### src/rtl/ulpi_rx_capture.sv
// ULPI receive front-end: tracks bus turnaround, separates RX CMD bytes from packet bytes and pushes packet bytes to the FIFO.
// Optional feature macro USB_PKT_LEN_TRAILER_EN appends one packet-length byte after each packet.
module ulpi_rx_capture #(
    parameter int CNT_W = 16
) (
    input  logic             clk_ext,
    input  logic             rstn,
    input  logic [7:0]       DATA,
    input  logic             DIR,
    input  logic             NXT,
    output logic             STP,
    input  logic             FIFO_full,
    output logic [7:0]       FIFO_in,
    output logic             FIFO_save,
    input  logic             clr_ovf,
    output logic             rx_active,
    output logic [1:0]       linestate,
    output logic [7:0]       rx_cmd,
    output logic [CNT_W-1:0] pkt_cnt,
    output logic             overflow
);

    typedef enum logic [1:0] {
        IDLE     = 2'd0,
        TURN_IN  = 2'd1,
        RX       = 2'd2,
        TURN_OUT = 2'd3
    } state_t;

    state_t     state, state_nxt;
    logic       cyc_start, cyc_cmd, cyc_byte, cyc_turn_out;
    logic       active_nxt, pkt_start, pkt_end;
    logic       data_push, data_drop, trl_push, trl_drop;
    logic [7:0] len;

    always_ff @(posedge clk_ext or negedge rstn) begin
        if (!rstn) state <= IDLE;
        else       state <= state_nxt;
    end

    // state_nxt is the classification of the cycle being sampled at this edge
    always_comb begin
        state_nxt = state;
        case (state)
            IDLE:     if (DIR) state_nxt = TURN_IN;
            TURN_IN:  state_nxt = DIR ? RX : TURN_OUT;
            RX:       if (!DIR) state_nxt = TURN_OUT;
            TURN_OUT: state_nxt = DIR ? TURN_IN : IDLE;
            default:  state_nxt = IDLE;
        endcase
    end

    always_comb begin
        cyc_start    = 1'b0;
        cyc_cmd      = 1'b0;
        cyc_byte     = 1'b0;
        cyc_turn_out = 1'b0;
        case (state_nxt)
            TURN_IN:  cyc_start = NXT;
            RX: begin
                cyc_cmd  = ~NXT;
                cyc_byte = NXT;
            end
            TURN_OUT: cyc_turn_out = 1'b1;
            default:  ;
        endcase
    end

    always_comb begin
        active_nxt = rx_active;
        if (cyc_start)         active_nxt = 1'b1;
        else if (cyc_cmd)      active_nxt = DATA[4];
        else if (cyc_turn_out) active_nxt = 1'b0;
    end

    assign pkt_start = ~rx_active & active_nxt;
    assign pkt_end   = rx_active & ~active_nxt;
    assign data_push = cyc_byte & ~FIFO_full;
    assign data_drop = cyc_byte & FIFO_full;

`ifdef USB_PKT_LEN_TRAILER_EN
    // end-of-packet cycle is never a data cycle, so the trailer has the FIFO to itself
    assign trl_push = pkt_end & ~FIFO_full;
    assign trl_drop = pkt_end & FIFO_full;
`else
    assign trl_push = 1'b0;
    assign trl_drop = 1'b0;
`endif

    always_ff @(posedge clk_ext or negedge rstn) begin
        if (!rstn) begin
            STP       <= 1'b1;
            rx_active <= 1'b0;
            rx_cmd    <= 8'h00;
            pkt_cnt   <= '0;
            overflow  <= 1'b0;
            len       <= 8'h00;
        end else begin
            if (!DIR)    STP <= 1'b0;
            rx_active <= active_nxt;
            if (cyc_cmd) rx_cmd <= DATA;
            if (pkt_end) pkt_cnt <= pkt_cnt + CNT_W'(1);
            if (data_drop || trl_drop) overflow <= 1'b1;
            else if (clr_ovf)          overflow <= 1'b0;
            // dropped bytes still count toward the packet length
            if (pkt_start)                     len <= 8'h00;
            else if (cyc_byte && len != 8'hFF) len <= len + 8'd1;
        end
    end

    always_ff @(posedge clk_ext or negedge rstn) begin
        if (!rstn) begin
            FIFO_in   <= 8'h00;
            FIFO_save <= 1'b0;
        end else begin
            FIFO_save <= data_push | trl_push;
            if (data_push)     FIFO_in <= DATA;
            else if (trl_push) FIFO_in <= len;
        end
    end

    assign linestate = rx_cmd[1:0];

endmodule

### config.mk
export PLATFORM = sky130hd
export DESIGN_NAME = ulpi_rx_capture
export DESIGN_NICKNAME = d
export VERILOG_FILES = /design/src/rtl/ulpi_rx_capture.sv
export SDC_FILE = /design/constraint.sdc
export NUM_CORES = 1
export LEC_CHECK = 0
export ABC_AREA = 0
export CELL_PAD_IN_SITES_DETAIL_PLACEMENT = 1
export CELL_PAD_IN_SITES_GLOBAL_PLACEMENT = 1
export CORE_MARGIN = 4
export CORE_UTILIZATION = 36
export DETAILED_ROUTE_END_ITERATION = 10
export PLACE_DENSITY = 0.87
export SETUP_SLACK_MARGIN = 0.15
export SYNTH_ARGS = -nofsm -noshare
export SYNTH_HDL_FRONTEND = slang
export SYNTH_SLANG_ARGS = --single-unit
### constraint.sdc
create_clock -name clk_ext -period 1.6 [get_ports clk_ext]
set_clock_uncertainty 0.05 [all_clocks]
set_input_delay 0.24 -clock clk_ext [delete_from_list [all_inputs] [get_ports clk_ext]]
set_output_delay 0.24 -clock clk_ext [all_outputs]
set_load 0.02 [all_outputs]
# Word level (Yosys, flattened, before mapping)
# Cells that the tools add are included.
[classes]
n_addsub = 1
multipliers = 0
div_mod_pow = 0
n_lt_le_gt_ge = 0
n_eq_ne = 6
shift = 0
muxes = 14
bitwise_logic = 6
reduce_logical = 2
[ops]
columns = ["op", "count"]
rows = [
  ["$add 16x1->16 const B", 1],
  ["$mux 1", 11],
  ["$eq 2x2->1 const B", 4],
  ["$pmux 2 s4", 1],
  ["$eq 2x1->1 const B", 2],
  ["$mux 2", 2],
  ["$and 1x1->1", 3],
  ["$not 1->1", 3],
  ["$logic_not 2->1", 1],
  ["$reduce_bool 2->1", 1],
]
[totals]
register_bits = 38
latchBits = 0
mem_bits_rw = 0
mem_bits_ro = 0
inputBits = 14
output_inout_bits = 38
wordCells = 37
memories = 0

# Logic depth before layout (Yosys ltp)
# Gate-level depths: netlist of the first run.
[logic_depth]
word_depth = 9
mapped_depth = 6
mapped_depth_nobuf = 5

# Worst setup path before layout of the first run
# No wires, ideal clock.
[synth_path]
path_kind = "register to register"
start = "register state[1]"
end = "register pkt_cnt[4]"
setup_time_ps = 132
arrival_time_ps = 1273
t_required_ps = 1418
setup_slack_ps = 145
stages_incl_launch_ff = 6
n_path_buf = 0
synth_period_minus_slack_ps = 1455
path_cell_list = "dfrtp_1 -> xnor2_2 -> inv_4 -> and3_4 -> and4_2 -> xor2_1"
[synth_via]
elab_chain_len = 9
elab_cells_between_ends = 18
classes_between = "eq/ne: 6; mux: 9; bitwise: 2; reduce/logical: 1"
[synth_lines]
columns = ["element", "line_no", "text"]
rows = [
  ["start, declared", "30", "state_t state, state_nxt;"],
  ["start signal, assigned", "38", "else state <= state_nxt;"],
  ["$eq 2x2->1 (tied with other cells)", "44", "case (state)"],
  ["$pmux 2 s4 *", "44", ""],
  ["net state_nxt[1]", "30", ""],
  ["$eq 2x2->1", "58", "case (state_nxt)"],
  ["$mux 1", "58", ""],
  ["$mux 1", "73", "else if (cyc_turn_out) active_nxt = 1'b0;"],
  ["$mux 1", "72", "else if (cyc_cmd) active_nxt = DATA[4];"],
  ["$mux 1 *", "71", "if (cyc_start) active_nxt = 1'b1;"],
  ["$not 1->1 *", "77", "assign pkt_end = rx_active & ~active_nxt;"],
  ["$and 1x1->1 *", "77", ""],
  ["end signal, assigned", "102", "if (pkt_end) pkt_cnt <= pkt_cnt + CNT_W'(1);"],
  ["end, declared", "19", "output logic [CNT_W-1:0] pkt_cnt,"],
]
# The timed path passes the listed nets; every way through them passes the cells marked *.
# A chain may end at the register's enable or synchronous reset.

# Worst setup path in the final report of the first run
[layout_path]
start = "register state[0]"
end = "register pkt_cnt[4]"
[layout_via]
elab_chain_len = 9
elab_cells_between_ends = 18
classes_between = "eq/ne: 6; mux: 9; bitwise: 2; reduce/logical: 1"
[layout_lines]
columns = ["element", "line_no"]
rows = [
  ["$eq 2x2->1 (tied with other cells)", "44"],
  ["$pmux 2 s4 *", "44"],
  ["net state_nxt[1]", "30"],
  ["$eq 2x2->1", "58"],
  ["$mux 1", "58"],
  ["$mux 1", "73"],
  ["$mux 1", "72"],
  ["$mux 1 *", "71"],
  ["$not 1->1 *", "77"],
  ["$and 1x1->1 *", "77"],
]
# Marked as above.

==> flow_metrics.env, run 1 <==
export IMPL_grt_total_usage=0.167
export IMPL_syn_nets=134
export IMPL_cts_root_buffer_cell="sky130_fd_sc_hd__clkbuf_8"
export IMPL_final_max_slew_violation_count=0
export IMPL_endpoint_kind="flip-flop"
export IMPL_routed_wl_mm=4.19
export IMPL_pin_count=52
export IMPL_dr_first_iter_drc_count=66
export IMPL_route_vias_total=1225
export IMPL_gp_congestion=0.758
export IMPL_tritoncts_clock_tree="done"
export IMPL_cts_made_buffers=5
export IMPL_final_min_period_over_clock_period=0.926
export IMPL_final_cell_mix="sky130_fd_sc_hd__dlygate4sd2_1, sky130_fd_sc_hd__dfrtp_1, sky130_fd_sc_hd__xnor2_1"
export IMPL_crit_path_max_fanout=13
export IMPL_antenna_diode_count=0
export IMPL_initial_utilization=0.374
export IMPL_htree_num_levels=2
export IMPL_setup_viol=0
export IMPL_synth_avg_cell_area_sq_um=13.7
export IMPL_floorplan_die_area_sq_um=5670
export IMPL_setup_worst_path_start_class="flip-flop"
export IMPL_drtPass1Iterations=3
export IMPL_timing_fmax_mhz=675
export IMPL_fp_coreArea_sq_um=4350
export IMPL_worstSkewPairLatency_ns=0.29
export IMPL_synth_cell_type_count=26
export IMPL_post_synth_instance_area_sq_um=1630
export IMPL_power_density_nw_per_um2=1800
export IMPL_yosysSeqAreaShare=0.584
export IMPL_drive_above_1_share=0.300
export IMPL_required_ns=1.75
export IMPL_count_of_state_elements_after_synthesis=38
export IMPL_layout_cells_most_common="sky130_fd_sc_hd__dlygate4sd2_1"
export IMPL_critPathArrivalTime_ns=1.64
export IMPL_number_of_antenna_violations_at_the_first_check_in_global_routing=0
export IMPL_area_growth_syn_to_layout_pct=46.9
export IMPL_synthesis_instances=119
export IMPL_ir_worst_vdd_uv=735
export IMPL_fp_dieH_microns=75.3
export IMPL_criticalPathCategory="reg -> reg"
export IMPL_layout_setup_ws_ns=0.118
export IMPL_fin_nets=204
export IMPL_std_cell_rows=24
export IMPL_leakage_nw=1.16
export IMPL_routed_wire_length_per_instance_microns=17.3
export IMPL_worst_slew_margin_rel=0.682
export IMPL_finish_instance_area_sq_um=2390
export IMPL_clk_transition_reported_paths_ns=0.08
export IMPL_clock_tree_buffer_depth=2
export IMPL_yosysWarningCount=0
export IMPL_cts_num_sinks=38
export IMPL_grt_max_degree=39
export IMPL_portBuffers=51
export IMPL_post_dp_cell_area_sq_um=2200
export IMPL_floorplan_die_width_microns=75.3
export IMPL_hold_path_class="in -> reg"
export IMPL_overflow=0
export IMPL_setup_repair_after_global_routing_missed_its_margin="true"
export IMPL_vias_per_cell=5.06
export IMPL_outcome="finished clean"
export IMPL_dp_worst_setup_slack_ns=-0.181
export IMPL_minimum_clock_period_ns=1.48
export IMPL_wire_length_of_the_first_global_routing_pass_mm=7.03
export IMPL_route_detailed_drc=0
export IMPL_place_hpwl_mm=3.03
export IMPL_drv_cap=0
export IMPL_tns_ns=0
export IMPL_drt_antenna_violating_nets=0
export IMPL_transition_at_the_pin_with_the_smallest_max_transition_slack_ns=0.477
export IMPL_finalHoldViolCount=0
export IMPL_first_global_vias=1440
==> report_power, final <==
part | internal (W) | switching (W)
registers | 0.00128 | 0.000255
clock network | 0.000459 | 0.000350
logic | 0.000967 | 0.000985
==> repair_timing <==
action | 4_1_cts | 5_1_grt
buffers inserted | 4 | 3
pin swaps | 3 | 3
resized for setup | 52 | 8
endpoints found under the hold margin | 37 | 0
endpoints found under the setup margin | 57 | 33
hold buffers | 1 | 0
==> layer usage <==
metal,up-vias,GRT usage,part of all wire,routed length [microns]
met5,-,0,0,0
met4,0,0.0524,0.013,54
met3,7,0.0614,0.080,334
met2,45,0.290,0.52,2170
met1,616,0.192,0.39,1640
li1,557,-,-,-
==> synthesized netlist by cell type <==
library cell                count  area [sq um]
sky130_fd_sc_hd__buf_4          2          15.0
sky130_fd_sc_hd__inv_1          2          7.51
sky130_fd_sc_hd__mux2_2        17           191
sky130_fd_sc_hd__nor2_1         2          7.51
sky130_fd_sc_hd__and4_2         1          10.0
sky130_fd_sc_hd__and4bb_2       1          12.5
sky130_fd_sc_hd__bufbuf_16      1          32.5
sky130_fd_sc_hd__nor2_4         1          11.3
sky130_fd_sc_hd__xnor2_1       14           123
sky130_fd_sc_hd__nor3_1         1          5.00
sky130_fd_sc_hd__xor2_1         2          17.5
sky130_fd_sc_hd__dfstp_2        1          26.3
sky130_fd_sc_hd__nand2_1        6          22.5
sky130_fd_sc_hd__inv_4          1          6.26
sky130_fd_sc_hd__o21ai_0        4          20.0
sky130_fd_sc_hd__and3_1         2          12.5
sky130_fd_sc_hd__nand3_1        5          25.0
sky130_fd_sc_hd__a22o_2         1          10.0
sky130_fd_sc_hd__and2_1         2          12.5
sky130_fd_sc_hd__buf_6          1          11.3
sky130_fd_sc_hd__xnor2_2        1          16.3
sky130_fd_sc_hd__nand4b_2       1          15.0
sky130_fd_sc_hd__and3_4         1          11.3
sky130_fd_sc_hd__nand4_1       11          68.8
sky130_fd_sc_hd__dfrtp_1       37           926
sky130_fd_sc_hd__ha_1           1          12.5
==> stage by stage <==
step,std cells,power (W),hold slack [ns],utilization
2_1_floorplan,119,0.00254,-0.106,-
3_3_place_gp,226,0.00331,0.250,0.506
3_5_place_dp,226,0.00341,0.272,0.506
4_1_cts,239,0.00426,0.391,0.543
5_1_grt,242,0.00456,0.417,0.550
6_report,242,0.00430,0.396,0.550
==> final timing paths <==
| path | start | end | slack, ns | depth (start not counted) |
|---|---|---|---|---|
| setup reg to reg | state[0] | pkt_cnt[4] | 0.12 | 5 |
| min in group asynchronous | rstn | pkt_cnt[11] | 0.49 | 3 |
| setup / recovery | state[0] | pkt_cnt[4] | 0.12 | 5 |
| hold reg to reg | pkt_cnt[15] | pkt_cnt[15] | 0.43 | 1 |
| hold / removal | DIR | STP | 0.40 | 2 |
| max in group asynchronous | rstn | pkt_cnt[2] | 0.65 | 3 |
==> state kept, by name (all words and copies together), names as in the netlist <==
signal,cells
pkt_cnt,16
FIFO_in,8
rx_cmd,8
state,2
FIFO_save,1
STP,1
overflow,1
rx_active,1
==> worst max-delay path, stage by stage (launching register included) <==
cell	delay [ns]
sky130_fd_sc_hd__dfrtp_1	0.40
sky130_fd_sc_hd__xnor2_2	0.16
sky130_fd_sc_hd__inv_4	0.09
sky130_fd_sc_hd__and3_4	0.28
sky130_fd_sc_hd__and4_4	0.25
sky130_fd_sc_hd__xor2_1	0.16
==> layout make-up <==
type | count | area, sq um
well taps | 52 | 65.1
fillers | 463 | 1960
flip-flops and latches | 38 | 956
clock inverters | 3 | 40.0
clock buffers | 5 | 68.8
repair buffers | 67 | 599
multi-input cells | 74 | 651
inverters | 3 | 13.8
==> logic make-up after synthesis <==
logic type	Yosys count	share of synthesized area
muxes	17	0.118
DFF	38	0.584
adders and majority gates	1	0.00768
AOI/OAI and AO/OA	5	0.0184
and+or+nand+nor	34	0.131
buffers and inverters	7	0.0445
xor gates and xnor gates	17	0.0960
No activity file was read; power rests on OpenSTA's default activity.
==> inputs of run 2 (changes only) <==
- MAX_ROUTING_LAYER: not set -> met4
- clock period: 1.6 -> 1.4 ns (I/O delays scaled with it)
==> flow_metrics.env, run 2 (same netlist as run 1, synthesis figures left out) <==
export IMPL_route_vias_total=1249
export IMPL_ir_worst_vdd_uv=1110
export IMPL_routed_wl_mm=4.86
export IMPL_final_fill_count=449
export IMPL_cpMaxStageDelayCell="sky130_fd_sc_hd__dfrtp_1"
export IMPL_gp_congestion=0.811
export IMPL_endpoint_kind="flip-flop"
export IMPL_finalHoldViolCount=0
export IMPL_hold_path_class="in -> async"
export IMPL_transition_at_the_pin_with_the_smallest_max_transition_slack_ns=0.430
export IMPL_crit_path_max_fanout=6
export IMPL_fin_nets=211
export IMPL_setup_repair_after_global_routing_missed_its_margin="true"
export IMPL_report_power_total_w=0.00555
export IMPL_pin_count=52
export IMPL_drt_antenna_violating_nets=0
export IMPL_tritoncts_clock_tree="done"
export IMPL_ff_latch_area_sq_um=967
export IMPL_criticalPathCategory="reg -> reg"
export IMPL_setup_viol=33
export IMPL_dr_first_iter_drc_count=33
export IMPL_power_density_nw_per_um2=2230
export IMPL_setup_worst_path_start_class="flip-flop"
export IMPL_critPathArrivalTime_ns=1.66
export IMPL_fp_dieH_microns=75.3
export IMPL_final_cell_mix="sky130_fd_sc_hd__dfrtp_1, sky130_fd_sc_hd__buf_2, sky130_fd_sc_hd__mux2_4"
export IMPL_initial_utilization=0.374
export IMPL_failing_checks="setup timing"
export IMPL_wire_length_of_the_first_global_routing_pass_mm=7.73
export IMPL_ff2ff_path_depth=6
export IMPL_route_detailed_drc=0
export IMPL_grt_total_usage=0.193
export IMPL_place_hpwl_mm=3.21
export IMPL_drtPass1Iterations=4
export IMPL_htree_num_levels=2
export IMPL_vias_per_cell=5.02
export IMPL_std_cell_rows=24
export IMPL_clk_transition_reported_paths_ns=0.08
export IMPL_area_growth_syn_to_layout_pct=52.7
export IMPL_layout_setup_ws_ns=-0.126
export IMPL_first_global_vias=1450
export IMPL_timing_critical_path_slowest_cell_delay_ns=0.40
export IMPL_overflow=0
export IMPL_cts_num_sinks=38
export IMPL_multi_input_comb_area_sq_um=732
export IMPL_path_cells="xnor2_2 -> inv_4 -> buf_4 -> and3_4 -> buf_4 -> xor2_1"
export IMPL_floorplan_die_width_microns=75.3
export IMPL_outcome="finished, violations left"
export IMPL_number_of_flip_flops_under_the_largest_register_name=16
export IMPL_final_max_slew_violation_count=0
export IMPL_largestRegisters="pkt_cnt (16), FIFO_in (8), rx_cmd (8)"
export IMPL_fp_coreArea_sq_um=4350
export IMPL_drv_cap=0
export IMPL_worstSkewPairLatency_ns=0.30
export IMPL_antenna_diode_count=0
export IMPL_final_hold_worst_slack_ns=0.328
export IMPL_cts_made_buffers=5
export IMPL_timing_fmax_mhz=655
export IMPL_drive_above_1_share=0.584
export IMPL_final_min_period_over_clock_period=1.09
export IMPL_regMostFlops="pkt_cnt"
export IMPL_routed_wire_length_per_instance_microns=19.5
export IMPL_clock_tree_buffer_depth=2
export IMPL_portBuffers=51
export IMPL_grt_max_degree=22
export IMPL_critical_path_top_cell_by_count="sky130_fd_sc_hd__buf_4"
export IMPL_required_ns=1.53
export IMPL_layout_cells_most_common="sky130_fd_sc_hd__dfrtp_1"
export IMPL_worst_slew_margin_rel=0.713
export IMPL_number_of_antenna_violations_at_the_first_check_in_global_routing=0
export IMPL_cts_root_buffer_cell="sky130_fd_sc_hd__clkbuf_8"
export IMPL_floorplan_die_area_sq_um=5670
export IMPL_leakage_nw=1.19
export IMPL_minimum_clock_period_ns=1.53
run 2: changes by cell type in the layout (fill, tap and decap cells not counted), moves of 8 or more:
cell	previous run	this run
sky130_fd_sc_hd__buf_2	1	24
sky130_fd_sc_hd__mux2_4	8	16
sky130_fd_sc_hd__mux2_2	9	1
sky130_fd_sc_hd__dlygate4sd2_1	38	1
sky130_fd_sc_hd__dfrtp_1	34	25
sky130_fd_sc_hd__dfrtp_2	3	12
run 2: worst paths after layout:
path | from | endpoint | slack, ns
worst min-delay path | rstn | FIFO_in[1] | 0.33
worst max-delay path | state[1] | pkt_cnt[0] | -0.13
worst max register to register | state[1] | pkt_cnt[0] | -0.13
min in group clk_ext | clr_ovf | overflow | 0.42
worst min register to register | pkt_cnt[15] | pkt_cnt[15] | 0.43
max in group asynchronous | rstn | STP | 0.44
run 2: cell type report:
type                       count  area share
timing repair buffer          73       0.230
multi-input combinational     75       0.294
clock inverter                 3      0.0277
clock buffer                   5      0.0277
inverter                       3     0.00553
sequential                    38       0.389
tap                           52      0.0262
run 2: worst max-delay path: cells and delay by family, from the launching register on:
family | cells | cell delay [ns]
flip-flops | 1 | 0.40
XOR/XNOR | 2 | 0.40
buffers and inverters | 3 | 0.39
AND/OR/NAND/NOR | 1 | 0.17
run 2: routing by layer:
metal | wire length [microns] | part of all wire | up-vias | global-route usage
li1 | - | - | 573 | -
met1 | 1960 | 0.40 | 627 | 0.219
met2 | 2550 | 0.52 | 42 | 0.338
met3 | 291 | 0.060 | 7 | 0.0481
met4 | 56 | 0.012 | 0 | 0.0524
met5 | 0 | 0 | - | -
run 2: per-stage QoR:
step           setup WS, ns  utilization  instances  area (sq um)  setup TNS, ns
6_report             -0.126        0.571        249          2490          -2.28
5_1_grt              -0.150        0.571        249          2490          -3.55
4_1_cts             -0.0982        0.587        248          2560          -1.90
3_5_place_dp         -0.416        0.530        230          2310         -10.79
3_3_place_gp         -0.312        0.530        230          2310          -8.20
2_1_floorplan       -0.0340            -        119          1690         -0.338
run 2: power by group:
group          leakage [nW]  internal (W)  total [W]  switching (W)
logic                 0.661       0.00134    0.00263        0.00129
registers             0.463       0.00147    0.00178       0.000306
clock network        0.0683      0.000714    0.00114       0.000424
run 2: timing repair:
item | in CTS | in global routing
setup endpoints to repair | 71 | 52
pin swaps | 19 | 6
gates cloned | 1 | 0
buffers inserted | 8 | 1
hold endpoints to repair | 17 | 0
hold buffers | 1 | 0
gates resized for setup | 145 | 22
